<file path="src/rtl/mem_sched_pkg.sv">
// Shared types for the memory scheduler: request/cache tags, block address/data
// and the scheduler FSM states.
package mem_sched_pkg;

    localparam int ADDR_W  = 16;
    localparam int BLOCK_W = 64;

    typedef logic [ADDR_W-1:0]  main_mem_block_addr_t;
    typedef logic [BLOCK_W-1:0] block_data_t;

    typedef enum logic {
        READ  = 1'b0,
        WRITE = 1'b1
    } req_type_t;

    typedef enum logic {
        ICACHE = 1'b0,
        DCACHE = 1'b1
    } cache_type_t;

    typedef enum logic [1:0] {
        IDLE  = 2'd0,
        ISSUE = 2'd1,
        WAIT  = 2'd2
    } sched_state_t;

endpackage

</file>
<file path="src/rtl/mem_sched_arb.sv">
// Two-requester round-robin arbiter; bit 0 is the icache, bit 1 the dcache.
// The last-grant pointer moves only when the granted request is accepted.
module rr_arb2 (
    input  logic       clk,
    input  logic       rst,
    input  logic [1:0] req_i,
    input  logic       accept_i,
    output logic [1:0] grant_o
);

    logic last_q;

    // last_q = 1 means the dcache was granted last, so the icache wins a tie.
    always_comb begin
        grant_o = req_i;
        if (req_i == 2'b11) begin
            grant_o = last_q ? 2'b01 : 2'b10;
        end
    end

    always_ff @(posedge clk or posedge rst) begin
        if (rst) begin
            last_q <= 1'b1;
        end else if (accept_i && (grant_o != 2'b00)) begin
            last_q <= grant_o[1];
        end
    end

endmodule

</file>
<file path="src/rtl/mem_sched.sv">
// Arbitrates icache/dcache block requests onto main memory with a single
// outstanding transaction, response tag checking and a lost-response timeout.
module mem_sched
    import mem_sched_pkg::*;
#(
    parameter int TIMEOUT_CYCLES = 16
) (
    input  logic                 clk,
    input  logic                 rst,

    input  logic                 icache_req_valid,
    input  main_mem_block_addr_t icache_req_block_addr,
    output logic                 icache_req_ready,
    output logic                 icache_resp_valid,
    output block_data_t          icache_resp_block_data,

    input  logic                 dcache_req_valid,
    input  req_type_t            dcache_req_type,
    input  main_mem_block_addr_t dcache_req_block_addr,
    input  block_data_t          dcache_req_block_data,
    output logic                 dcache_req_ready,
    output logic                 dcache_resp_valid,
    output block_data_t          dcache_resp_block_data,

    output logic                 mem_req_valid,
    output cache_type_t          mem_req_cache_type,
    output req_type_t            mem_req_type,
    output main_mem_block_addr_t mem_req_block_addr,
    output block_data_t          mem_req_block_data,
    input  logic                 mem_resp_valid,
    input  cache_type_t          mem_resp_cache_type,
    input  block_data_t          mem_resp_block_data,

    output logic                 busy,
    output logic                 err
);

    localparam int CNT_W = $clog2(TIMEOUT_CYCLES + 1);

    sched_state_t         state_q;
    cache_type_t          cache_q;
    req_type_t            type_q;
    main_mem_block_addr_t addr_q;
    block_data_t          data_q;
    logic [CNT_W-1:0]     cnt_q;
    logic                 err_q;
    logic                 mem_valid_q;

    logic [1:0] grant;
    logic       accept;
    logic       resp_match;

    rr_arb2 u_arb (
        .clk      (clk),
        .rst      (rst),
        .req_i    ({dcache_req_valid, icache_req_valid}),
        .accept_i (accept),
        .grant_o  (grant)
    );

    // Ready is masked by rst so nothing is offered while reset is held.
    assign icache_req_ready = !rst && (state_q == IDLE) && grant[0];
    assign dcache_req_ready = !rst && (state_q == IDLE) && grant[1];
    assign accept = (icache_req_valid && icache_req_ready) ||
                    (dcache_req_valid && dcache_req_ready);

    assign resp_match = (state_q == WAIT) && mem_resp_valid &&
                        (mem_resp_cache_type == cache_q);

    assign icache_resp_valid      = resp_match && (cache_q == ICACHE);
    assign dcache_resp_valid      = resp_match && (cache_q == DCACHE);
    assign icache_resp_block_data = icache_resp_valid ? mem_resp_block_data : '0;
    assign dcache_resp_block_data = dcache_resp_valid ? mem_resp_block_data : '0;

    assign mem_req_valid      = mem_valid_q;
    assign mem_req_cache_type = cache_q;
    assign mem_req_type       = type_q;
    assign mem_req_block_addr = addr_q;
    assign mem_req_block_data = data_q;
    assign busy               = (state_q != IDLE);
    assign err                = err_q;

    // WAIT lasts at most TIMEOUT_CYCLES cycles: the counter starts at 0 and
    // the last chance for a matching response is when it reads TIMEOUT_CYCLES-1.
    always_ff @(posedge clk or posedge rst) begin
        if (rst) begin
            state_q     <= IDLE;
            cache_q     <= ICACHE;
            type_q      <= READ;
            addr_q      <= '0;
            data_q      <= '0;
            cnt_q       <= '0;
            err_q       <= 1'b0;
            mem_valid_q <= 1'b0;
        end else begin
            mem_valid_q <= 1'b0;
            case (state_q)
                IDLE: begin
                    if (accept) begin
                        state_q     <= ISSUE;
                        mem_valid_q <= 1'b1;
                        if (grant[0]) begin
                            cache_q <= ICACHE;
                            type_q  <= READ;
                            addr_q  <= icache_req_block_addr;
                            data_q  <= '0;
                        end else begin
                            cache_q <= DCACHE;
                            type_q  <= dcache_req_type;
                            addr_q  <= dcache_req_block_addr;
                            data_q  <= dcache_req_block_data;
                        end
                    end
                end
                ISSUE: begin
                    state_q <= WAIT;
                    cnt_q   <= '0;
                end
                WAIT: begin
                    if (resp_match) begin
                        state_q <= IDLE;
                    end else begin
                        if (mem_resp_valid) begin
                            err_q <= 1'b1;
                        end
                        if (cnt_q == CNT_W'(TIMEOUT_CYCLES - 1)) begin
                            err_q   <= 1'b1;
                            state_q <= IDLE;
                        end else begin
                            cnt_q <= cnt_q + CNT_W'(1);
                        end
                    end
                end
                default: state_q <= IDLE;
            endcase
        end
    end

endmodule

</file>
<file path="config.mk">
export PLATFORM = sky130hd
export DESIGN_NAME = mem_sched
export DESIGN_NICKNAME = d
export VERILOG_FILES = /design/src/rtl/mem_sched_pkg.sv /design/src/rtl/mem_sched_arb.sv /design/src/rtl/mem_sched.sv
export SDC_FILE = /design/constraint.sdc
export NUM_CORES = 1
export LEC_CHECK = 0
export BUFFER_PORTS_ARGS = -buffer_cell sky130_fd_sc_hd__buf_4
export CAP_MARGIN = 20
export CORE_AREA = 5 5 146 148
export DETAILED_ROUTE_END_ITERATION = 7
export DIE_AREA = 0 0 151 153
export PLACE_DENSITY_LB_ADDON = 0.2
export REMOVE_ABC_BUFFERS = 1
export SLEW_MARGIN = 20
export SYNTH_ARGS = -nofsm -noshare
export SYNTH_HDL_FRONTEND = slang
export SYNTH_SLANG_ARGS = --single-unit
export TNS_END_PERCENT = 10
</file>
<file path="constraint.sdc">
create_clock -name clk -period 3.2 [get_ports clk]
set_input_delay 0 -clock clk [delete_from_list [all_inputs] [get_ports clk]]
set_output_delay 0 -clock clk [all_outputs]
set_load 0.005 [all_outputs]
</file>
### After elaboration in Yosys (flattened, before gate mapping)

Cells that the tools add are included.

| storage, ports and cells | value |
|---|---|
| bits in registers | 92 |
| bits in latches | 0 |
| RAM bits | 0 |
| memory bits (read-only) | 0 |
| input port bits | 167 |
| output and inout bits | 217 |
| word-level logic and storage cells | 61 |
| memories | 0 |

| operators by class | value |
|---|---|
| $add $sub $neg | 1 |
| $mul | 0 |
| divide/modulo/power cells | 0 |
| magnitude comparators | 0 |
| equal/unequal tests | 9 |
| shift operators | 0 |
| muxes and demuxes | 19 |
| bitwise gates (word level) | 2 |
| reduce and logical (&&, ||, !) cells | 21 |

Operators with widths:

| kind | count |
|---|---|
| 64-bit 2-to-1 mux | 3 |
| 16-bit 2-to-1 mux | 1 |
| 1-bit logical AND | 10 |
| 2-bit 2-to-1 mux | 5 |
| 5-bit 2-to-1 mux | 2 |
| 5-bit one-hot mux with 2 select lines | 1 |
| 2-bit nonzero test | 4 |
| 1-bit 2-to-1 mux | 6 |
| 2-bit one-hot mux with 3 select lines | 1 |
| 3-bit AND reduction | 2 |
| 5-bit by 1-bit adder with 5-bit output, second input constant | 1 |
| 5-bit by 4-bit equality test with 1-bit output, second input constant | 1 |
| 2-bit equality test, second input constant | 2 |
| 2-bit != test, second input constant | 2 |
| 2-bit AND reduction | 2 |
| 3-bit by 2-bit != test with 1-bit output, second input constant | 1 |
| 2-bit by 1-bit equality test with 1-bit output, second input constant | 1 |
| 2-bit zero test | 1 |
| 2-bit by 1-bit != test with 1-bit output, second input constant | 1 |
| 1-bit inverter | 2 |
| 1-bit equality test | 1 |
| 1-bit zero test | 1 |
| 1-bit logical OR | 1 |

### Logic depth before layout (Yosys ltp)

Gate-level depths: netlist of run 1.

| depth | value |
|---|---|
| depth after elaboration | 7 |
| mapped depth | 7 |
| gate-level depth less buffers | 6 |

### Modules after synthesis

From an unflattened synthesis of run 1, not the netlist that was laid out.

| unflattened totals | value |
|---|---|
| cell total of the unflattened synthesis | 565 |
| area, all modules | 4993.5 um^2 |

Modules (own cells, without submodules):

| module | instances | cells an instance | area each (um^2) |
|---|---|---|---|
| mem_sched | 1 | 558 | 4933.5 |
| rr_arb2 | 1 | 7 | 60.1 |

### Least setup slack after synthesis of run 1

Ideal clock, no wire load.

| timing | value |
|---|---|
| kind | register -> register |
| start point | register cnt_q[0] |
| end point | register cnt_q[2] |
| library setup time | 87 ps |
| arrival | 1607 ps |
| data required time | 3113 ps |
| slack | 1506 ps |
| stages on the path, launching flop included | 6 |
| path buffers | 0 |
| path through | dfrtp_1 > ha_1 > and3_1 > ha_1 > or4_1 > o211ai_1 |

| on the way | value |
|---|---|
| cells in the longest elaborated chain, start to end | 4 |
| elaborated cells on any way between the ends | 7 |
| those cells by class | add/sub (1); eq/ne (2); mux (3); reduce/logical (1) |

RTL lines:

| item | line | text |
|---|---|---|
| start, declared | mem_sched.sv:45 | `logic [CNT_W-1:0] cnt_q;` |
| start signal, assigned | mem_sched.sv:130 | `cnt_q <= cnt_q + CNT_W'(1);` |
| 5-bit by 1-bit adder with 5-bit output | mem_sched.sv:130 |  |
| 5-bit 2-to-1 mux | mem_sched.sv:126 | `if (cnt_q == CNT_W'(TIMEOUT_CYCLES - 1)) begin` |
| 5-bit 2-to-1 mux | mem_sched.sv:120 | `if (resp_match) begin` |
| 5-bit one-hot mux with 2 select lines | mem_sched.sv:97 | `case (state_q)` |

Several ways; a longest one is shown, not always the timed one. The select of a mux whose other input is x is not followed.
A chain may end at the register's enable or synchronous reset.

### Final worst setup path of run 1

| timing | value |
|---|---|
| start point | register state_q[0] |
| end point | output port dcache_req_ready |

| on the way | value |
|---|---|
| cells in the longest elaborated chain, start to end | 3 |

RTL lines:

| item | line | text |
|---|---|---|
| start, declared | mem_sched.sv:40 | `sched_state_t state_q;` |
| start signal, assigned | mem_sched.sv:87 | `state_q <= IDLE;` |
| start signal, assigned | mem_sched.sv:100 | `state_q <= ISSUE;` |
| start signal, assigned | mem_sched.sv:116 | `state_q <= WAIT;` |
| 2-bit zero test | mem_sched.sv:63 | `assign dcache_req_ready = !rst && (state_q == IDLE) && grant[1];` |
| 1-bit logical AND (2 in a row) | mem_sched.sv:63 |  |
| end, declared | mem_sched.sv:21 | `output logic dcache_req_ready,` |

Every way passes these cells.

==> impl_metrics.ini, run 1 <==
[detailed_routing]
drt-total-wl_mm = 20.5
firstDrtPassIters = 4
vias = 4877
antenna_left = 0
drc = 0
viasPerCell = 4.22
wl_per_cell_um = 17.7
dr.first_iter.drc_count = 265

[worst_setup_path]
cpPeakStageDelay_ns = 0.61
critical_path_class = flop to output port
critPathArrivalTime_ns = 2.42
reg2regPathDepth = 4
r2r-start = state_q[0]
cp_num_buf_inv = 2
cp-end-kind = output port
worst-r2r-setup-slack_ns = 1.02
crit_family = buffers and inverters
cp-endpoint = dcache_req_ready
crit_chain = or2_1 > a2111oi_4 > buf_4 > buf_4
crit_fanout = 67
critPathLaunchType = flop
worstSetupPathDepth = 4
critPathRequiredTime_ns = 3.20
critPathSlowestCell = buf_4
r2r-end = mem_req_block_data[56]
cpMostUsedCell = buf_4
startpoint = state_q[0]

[floorplan]
ios = 384
die_w_um = 151
dieArea_um2 = 23100
initial_utilization = 0.224
rows = 52
coreArea_um2 = 19900
die_h_um = 153

[clock_network]
htree_num_levels = 3
clk_path_buf_depth = 2
clkSinkCount = 92
ctsRootBufferMaster = clkbuf_16
ctsResizeCount = 0
worstSkewPairLatency_ns = 0.33
cts_buffers = 9
path_clk_slew_ns = 0.06
cts_tree = yes
cts_setup_buffers = 0
cts_hold_buf = 92

[synth]
syn-mean-instance-area_um2 = 10.6
synth_edf_count = 0
ys_types = 34
synthArstFlopShare = 1.00
synth_area_um2 = 4470
ys_seq_area_frac = 0.516
ys.flop_type = dfrtp_1
synthCells = 422
ys_ff_latch = 92
ys.warnings.count = 0

[timing]
fin_worst_skew_ns = 0.0117
fin_crit_sh = 0.757
slew_violations = 0
worst_slew_pin_slew_ns = 0.696
hold_viol = 0
rsz0062_at_grt = false
max_freq_mhz = 413
min_period_ns = 2.42
relSlewSlack = 0.536
setup_viol = 0

[global_route]
grt_max_degree = 100
grtUsageTotal = 0.169
overflow = 0
antenna_found_initial = 0
grt_pass1_wl_mm = 30.3
grt_pass1_vias = 5158

[place]
hpwl_mm = 15.8
dp.cells = 1047
port_buffers = 383
place_congestion = 0.795

[cells_and_area]
regArea_um2 = 2300
areaGrowthSynthToFinish_pct = 98.7
drive_gt1_frac = 0.464
fin_cells = 1155
diodes = 0
fin_nets = 1049
fillCellCount = 1915
multi_input_area_um2 = 2010

[min_path]
min_path_type = input pin to flop

[power]
power_density_nw_per_um2 = 601
vdd_drop_max_v = 0.000323
p_total_w = 0.00533
p_leak_nw = 4.65

[flow_run]
maxCapViolCount = 0

[outcome]
run_status = finished clean
-- worst min-delay path by stage --
stage / from / to / slack, ns / cells past startpoint
after floorplan: mem_resp_block_data[0] / dcache_resp_block_data[0] / 0.11 / 1
after global placement: rst / mem_req_cache_type / 0.03 / 2
after detailed placement: rst / err / 0.03 / 2
after CTS: icache_req_block_addr[10] / mem_req_block_addr[10] / 0.0008 / 3
after global routing: dcache_req_block_addr[5] / mem_req_block_addr[5] / 0.03 / 3
final: icache_req_block_addr[10] / mem_req_block_addr[10] / 0.004 / 3
-- metrics by stage --
| step | setup TNS, ns | instance area [µm²] | hold WS, ns | setup slack [ns] | util |
|---|---|---|---|---|---|
| finish | 0 | 8870 | 0.00382 | 0.778 | 0.446 |
| CTS | 0 | 8870 | 0.000806 | 0.748 | 0.446 |
| global placement | 0 | 7630 | 0.0348 | 1.07 | 0.383 |
| floorplan | -42.75 | 4320 | 0.110 | -0.547 | - |
| global route | 0 | 8870 | 0.0258 | 0.624 | 0.446 |
| detailed placement | 0 | 7630 | 0.0315 | 1.03 | 0.383 |
-- Yosys cell counts, types with 3 or more instances --
library cell | count | area [µm²]
a21o_1 | 3 | 22.5
a22o_1 | 67 | 587
and2_1 | 129 | 807
buf_2 | 8 | 40.0
clkbuf_1 | 23 | 86.3
dfrtp_1 | 91 | 2280
inv_1 | 8 | 30.0
mux2i_1 | 16 | 160
nand2_1 | 21 | 78.8
nand3_1 | 5 | 25.0
nor2_1 | 4 | 15.0
o21ai_0 | 19 | 95.1
-- power breakdown --
group / internal (W) / total, W / switching (W)
sequential: 0.00167 / 0.00201 / 0.000341
clock: 0.000694 / 0.00116 / 0.000464
combinational: 0.00132 / 0.00217 / 0.000848
total: 0.00368 / 0.00533 / 0.00165
-- logic make-up (layout without fill, tap and decap cells) --
kind of cell | Yosys count | count (layout) | synth area share
compound gates | 100 | 100 | 0.180
simple gates | 169 | 169 | 0.221
xor+xnor | 1 | 1 | 0.00196
buf+inv | 42 | 505 | 0.0392
flops | 92 | 92 | 0.516
fa+ha+maj | 2 | 2 | 0.00560
mux | 16 | 16 | 0.0359
-- layout make-up --
| type | count | area share |
|---|---|---|
| multi-input cells | 288 | 0.227 |
| well taps | 270 | 0.0381 |
| repair buffers | 481 | 0.436 |
| inverters | 8 | 0.00353 |
| flip-flops and latches | 92 | 0.260 |
| clock inverters | 6 | 0.0106 |
| clock buffers | 10 | 0.0258 |
-- worst min-delay path: cells and delay by family --
family,cells,cell delay (ns)
muxes,1,0.07
buffers and inverters,1,0.08
AOI/OAI and AO/OA,1,0.14
-- cells in the final DEF, fill, tap and decap left out, types with 2 or more instances in the layout --
cell type      Yosys  routed
a21o_1             3       3
a21oi_1            2       2
a22o_1            67      67
and2_1           129     129
buf_12             0       2
buf_4              2     387
bufinv_16          0       2
clkbuf_16          0       9
dfrtp_1           91      91
dlygate4sd3_1      0      92
ha_1               2       2
inv_1              8       7
inv_6              0       3
mux2i_1           16      16
nand2_1           21      21
nand3_1            5       5
nor2_1             4       3
o21ai_0           19      19
o311ai_0           2       2
or3_1              2       2
-- registers in the layout (all words and copies together) (netlist names) --
signal,flops
mem_req_block_data,64
mem_req_cache_type,1
cnt_q,5
u_arb.last_q,1
state_q,2
mem_req_block_addr,16
err,1
mem_req_valid,1
mem_req_type,1
-- routing by layer --
metal / vias to the layer above / global-route usage / share of wire
li1: 2362 / - / -
met1: 2255 / 0.187 / 0.37
met2: 244 / 0.306 / 0.51
met3: 16 / 0.0574 / 0.10
met4: 0 / 0.0440 / 0.019
met5: - / 0 / 0
Power figures use the tool's default switching activity.
==> run 2: changes to the inputs <==
clock period = 2.45 ns   (was 3.2 ns; I/O delays follow)
==> run 2 against run 1 <==
  * Via count down 0.10%
  * Clock skew down 0.0032 ns
  * Power up 29%
  * Critical path depth up 2
  * Final area up 0.96%
  * Highest routed layer unchanged
  * Wire length up 2.5%
  * Critical endpoint is now icache_resp_block_data[31]
  * First-iteration DRC count down 33%
  * Sequential share of layout area down 0.25 points
  * Flip-flop and latch count unchanged
  * Clock-buffer cell count up 1
==> impl_metrics.ini, run 2 (synthesized netlist as in run 1, its figures left out) <==
[timing]
layout_setup_ws_ns = 0.254
setup_viol = 0
rsz0062_at_grt = false
max_freq_mhz = 455
fin_crit_sh = 0.896
slew_violations = 0
hold_viol = 0
worst_slew_pin_slew_ns = 0.578
min_period_ns = 2.20
relSlewSlack = 0.613
fin_worst_skew_ns = 0.00851

[place]
pre_cts_ws_ns = 0.592
place_area_um2 = 7690
hpwl_mm = 16.4
port_buffers = 383
place_congestion = 0.753
dp.cells = 1050

[power]
vdd_drop_max_v = 0.000477
power_density_nw_per_um2 = 770
p_leak_nw = 4.68
p_total_w = 0.00690
intPower_w = 0.00473
swShare = 0.314
comb_power_share = 0.416
seqPwrFrac = 0.383
clockPowerShare = 0.201
switchingPower_w = 0.00217

[clock_network]
htree_num_levels = 3
worstSkewPairLatency_ns = 0.34
cts_buffers = 9
clk_path_buf_depth = 2
cts_hold_buf = 97
clkSinkCount = 92
ctsResizeCount = 0
cts_setup_buffers = 0
path_clk_slew_ns = 0.06
cts_tree = yes
ctsRootBufferMaster = clkbuf_16

[worst_setup_path]
reg2regPathDepth = 5
crit_chain = nor2b_1 > nand2_1 > nor3_2 > buf_12 > and2_1 > buf_4
critPathRequiredTime_ns = 2.45
r2r-end = mem_req_block_addr[7]
worst-r2r-setup-slack_ns = 0.45
critPathArrivalTime_ns = 2.20
critPathSlowestCell = dfrtp_1
critical_path_class = flop to output port
critPathLaunchType = flop
crit_fanout = 65
cpPeakStageDelay_ns = 0.56
r2r-start = u_arb.last_q
cp-end-kind = output port

[cells_and_area]
drive_gt1_frac = 0.462
fin_nets = 1057
layout_common_cells = 387 x buf_4, 129 x and2_1, 97 x dlygate4sd3_1
fillCellCount = 1928
final_common_cell = buf_4
fin_cells = 1165
largest_register_ffs = 64
design_area_um2 = 8960
areaGrowthSynthToFinish_pct = 101

[floorplan]
dieArea_um2 = 23100
rows = 52
die_h_um = 153
ios = 384
die_w_um = 151
coreArea_um2 = 19900
initial_utilization = 0.224

[min_path]
min_path_type = input pin to flop
worstHoldPathCells = 3
hold_end = mem_req_block_addr[8]
min_from = icache_req_block_addr[8]

[global_route]
grt_pass1_vias = 5291
grtUsageTotal = 0.173
grt_max_degree = 69
antenna_found_initial = 2
overflow = 0
grt_pass1_wl_mm = 30.8

[detailed_routing]
wl_per_cell_um = 18.0
firstDrtPassIters = 4
vias = 4872
dr.first_iter.drc_count = 177
drt-total-wl_mm = 21.0
drc = 0
antenna_left = 0
viasPerCell = 4.18

[flow_run]
maxCapViolCount = 0

[outcome]
run_status = finished clean
[run 2: cell count changes in the layout (fill, tap and decap cells not counted)]
cell,previous run,this run
dlygate4sd3_1,92,97
buf_12,2,5
diode_2,0,2
bufinv_16,2,1
clkbuf_1,1,2
clkinv_2,1,2
inv_6,3,2
[run 2: worst max path at each step]
stage / depth (start not counted) / startpoint / end / slack, ns
3_3_place_gp: 6 / state_q[1] / icache_resp_block_data[48] / 0.61
4_1_cts: 6 / state_q[1] / icache_resp_block_data[48] / 0.23
6_report: 6 / state_q[1] / icache_resp_block_data[31] / 0.25
3_5_place_dp: 4 / state_q[0] / mem_req_block_data[13] / 0.59
5_1_grt: 6 / state_q[1] / icache_resp_block_data[29] / 0.07
2_1_floorplan: 2 / dcache_req_valid / mem_req_block_addr[0] / -1.30
[run 2: final cells by class]
| type | instances | area (µm²) | area share |
|---|---|---|---|
| Antenna cell | 2 | 5.00 | 0.000559 |
| Clock buffer | 11 | 233 | 0.0260 |
| Clock inverter | 5 | 60.1 | 0.00670 |
| Inverter | 8 | 31.3 | 0.00349 |
| Multi-Input combinational cell | 288 | 2010 | 0.224 |
| Sequential cell | 92 | 2300 | 0.257 |
| Tap cell | 270 | 338 | 0.0377 |
| Timing Repair Buffer | 489 | 3980 | 0.444 |
[run 2: per-layer routing]
layer,global-route usage,vias to the layer above,part of all wire
met5,0,-,0
met4,0.0596,0,0.015
met3,0.0592,17,0.10
met2,0.312,246,0.52
met1,0.186,2227,0.36
li1,-,2382,-
[run 2: metrics by stage]
step / hold slack (ns) / TNS [ns] / util
after CTS: 0.0574 / 0 / 0.450
after global routing: 0.0958 / 0 / 0.450
after detailed placement: 0.0785 / 0 / 0.386
after global placement: 0.0842 / 0 / 0.386
after floorplan: 0.110 / -154.58 / -
final: 0.0414 / 0 / 0.450
[run 2: power groups by stage]
stage | registers [W] | clock network, W | logic (W)
floorplan | 0.00263 | 0 | 0.000965
global placement | 0.00265 | 0 | 0.00275
detailed placement | 0.00262 | 0 | 0.00279
CTS | 0.00264 | 0.00144 | 0.00292
global route | 0.00274 | 0.00149 | 0.00314
finish | 0.00264 | 0.00139 | 0.00287
[run 2: critical path, delay by kind of cell, from the launching register on]
kind | cells | cell delay [ns]
AND/OR/NAND/NOR | 4 | 0.90
flip-flops | 1 | 0.56
buffers and inverters | 2 | 0.37
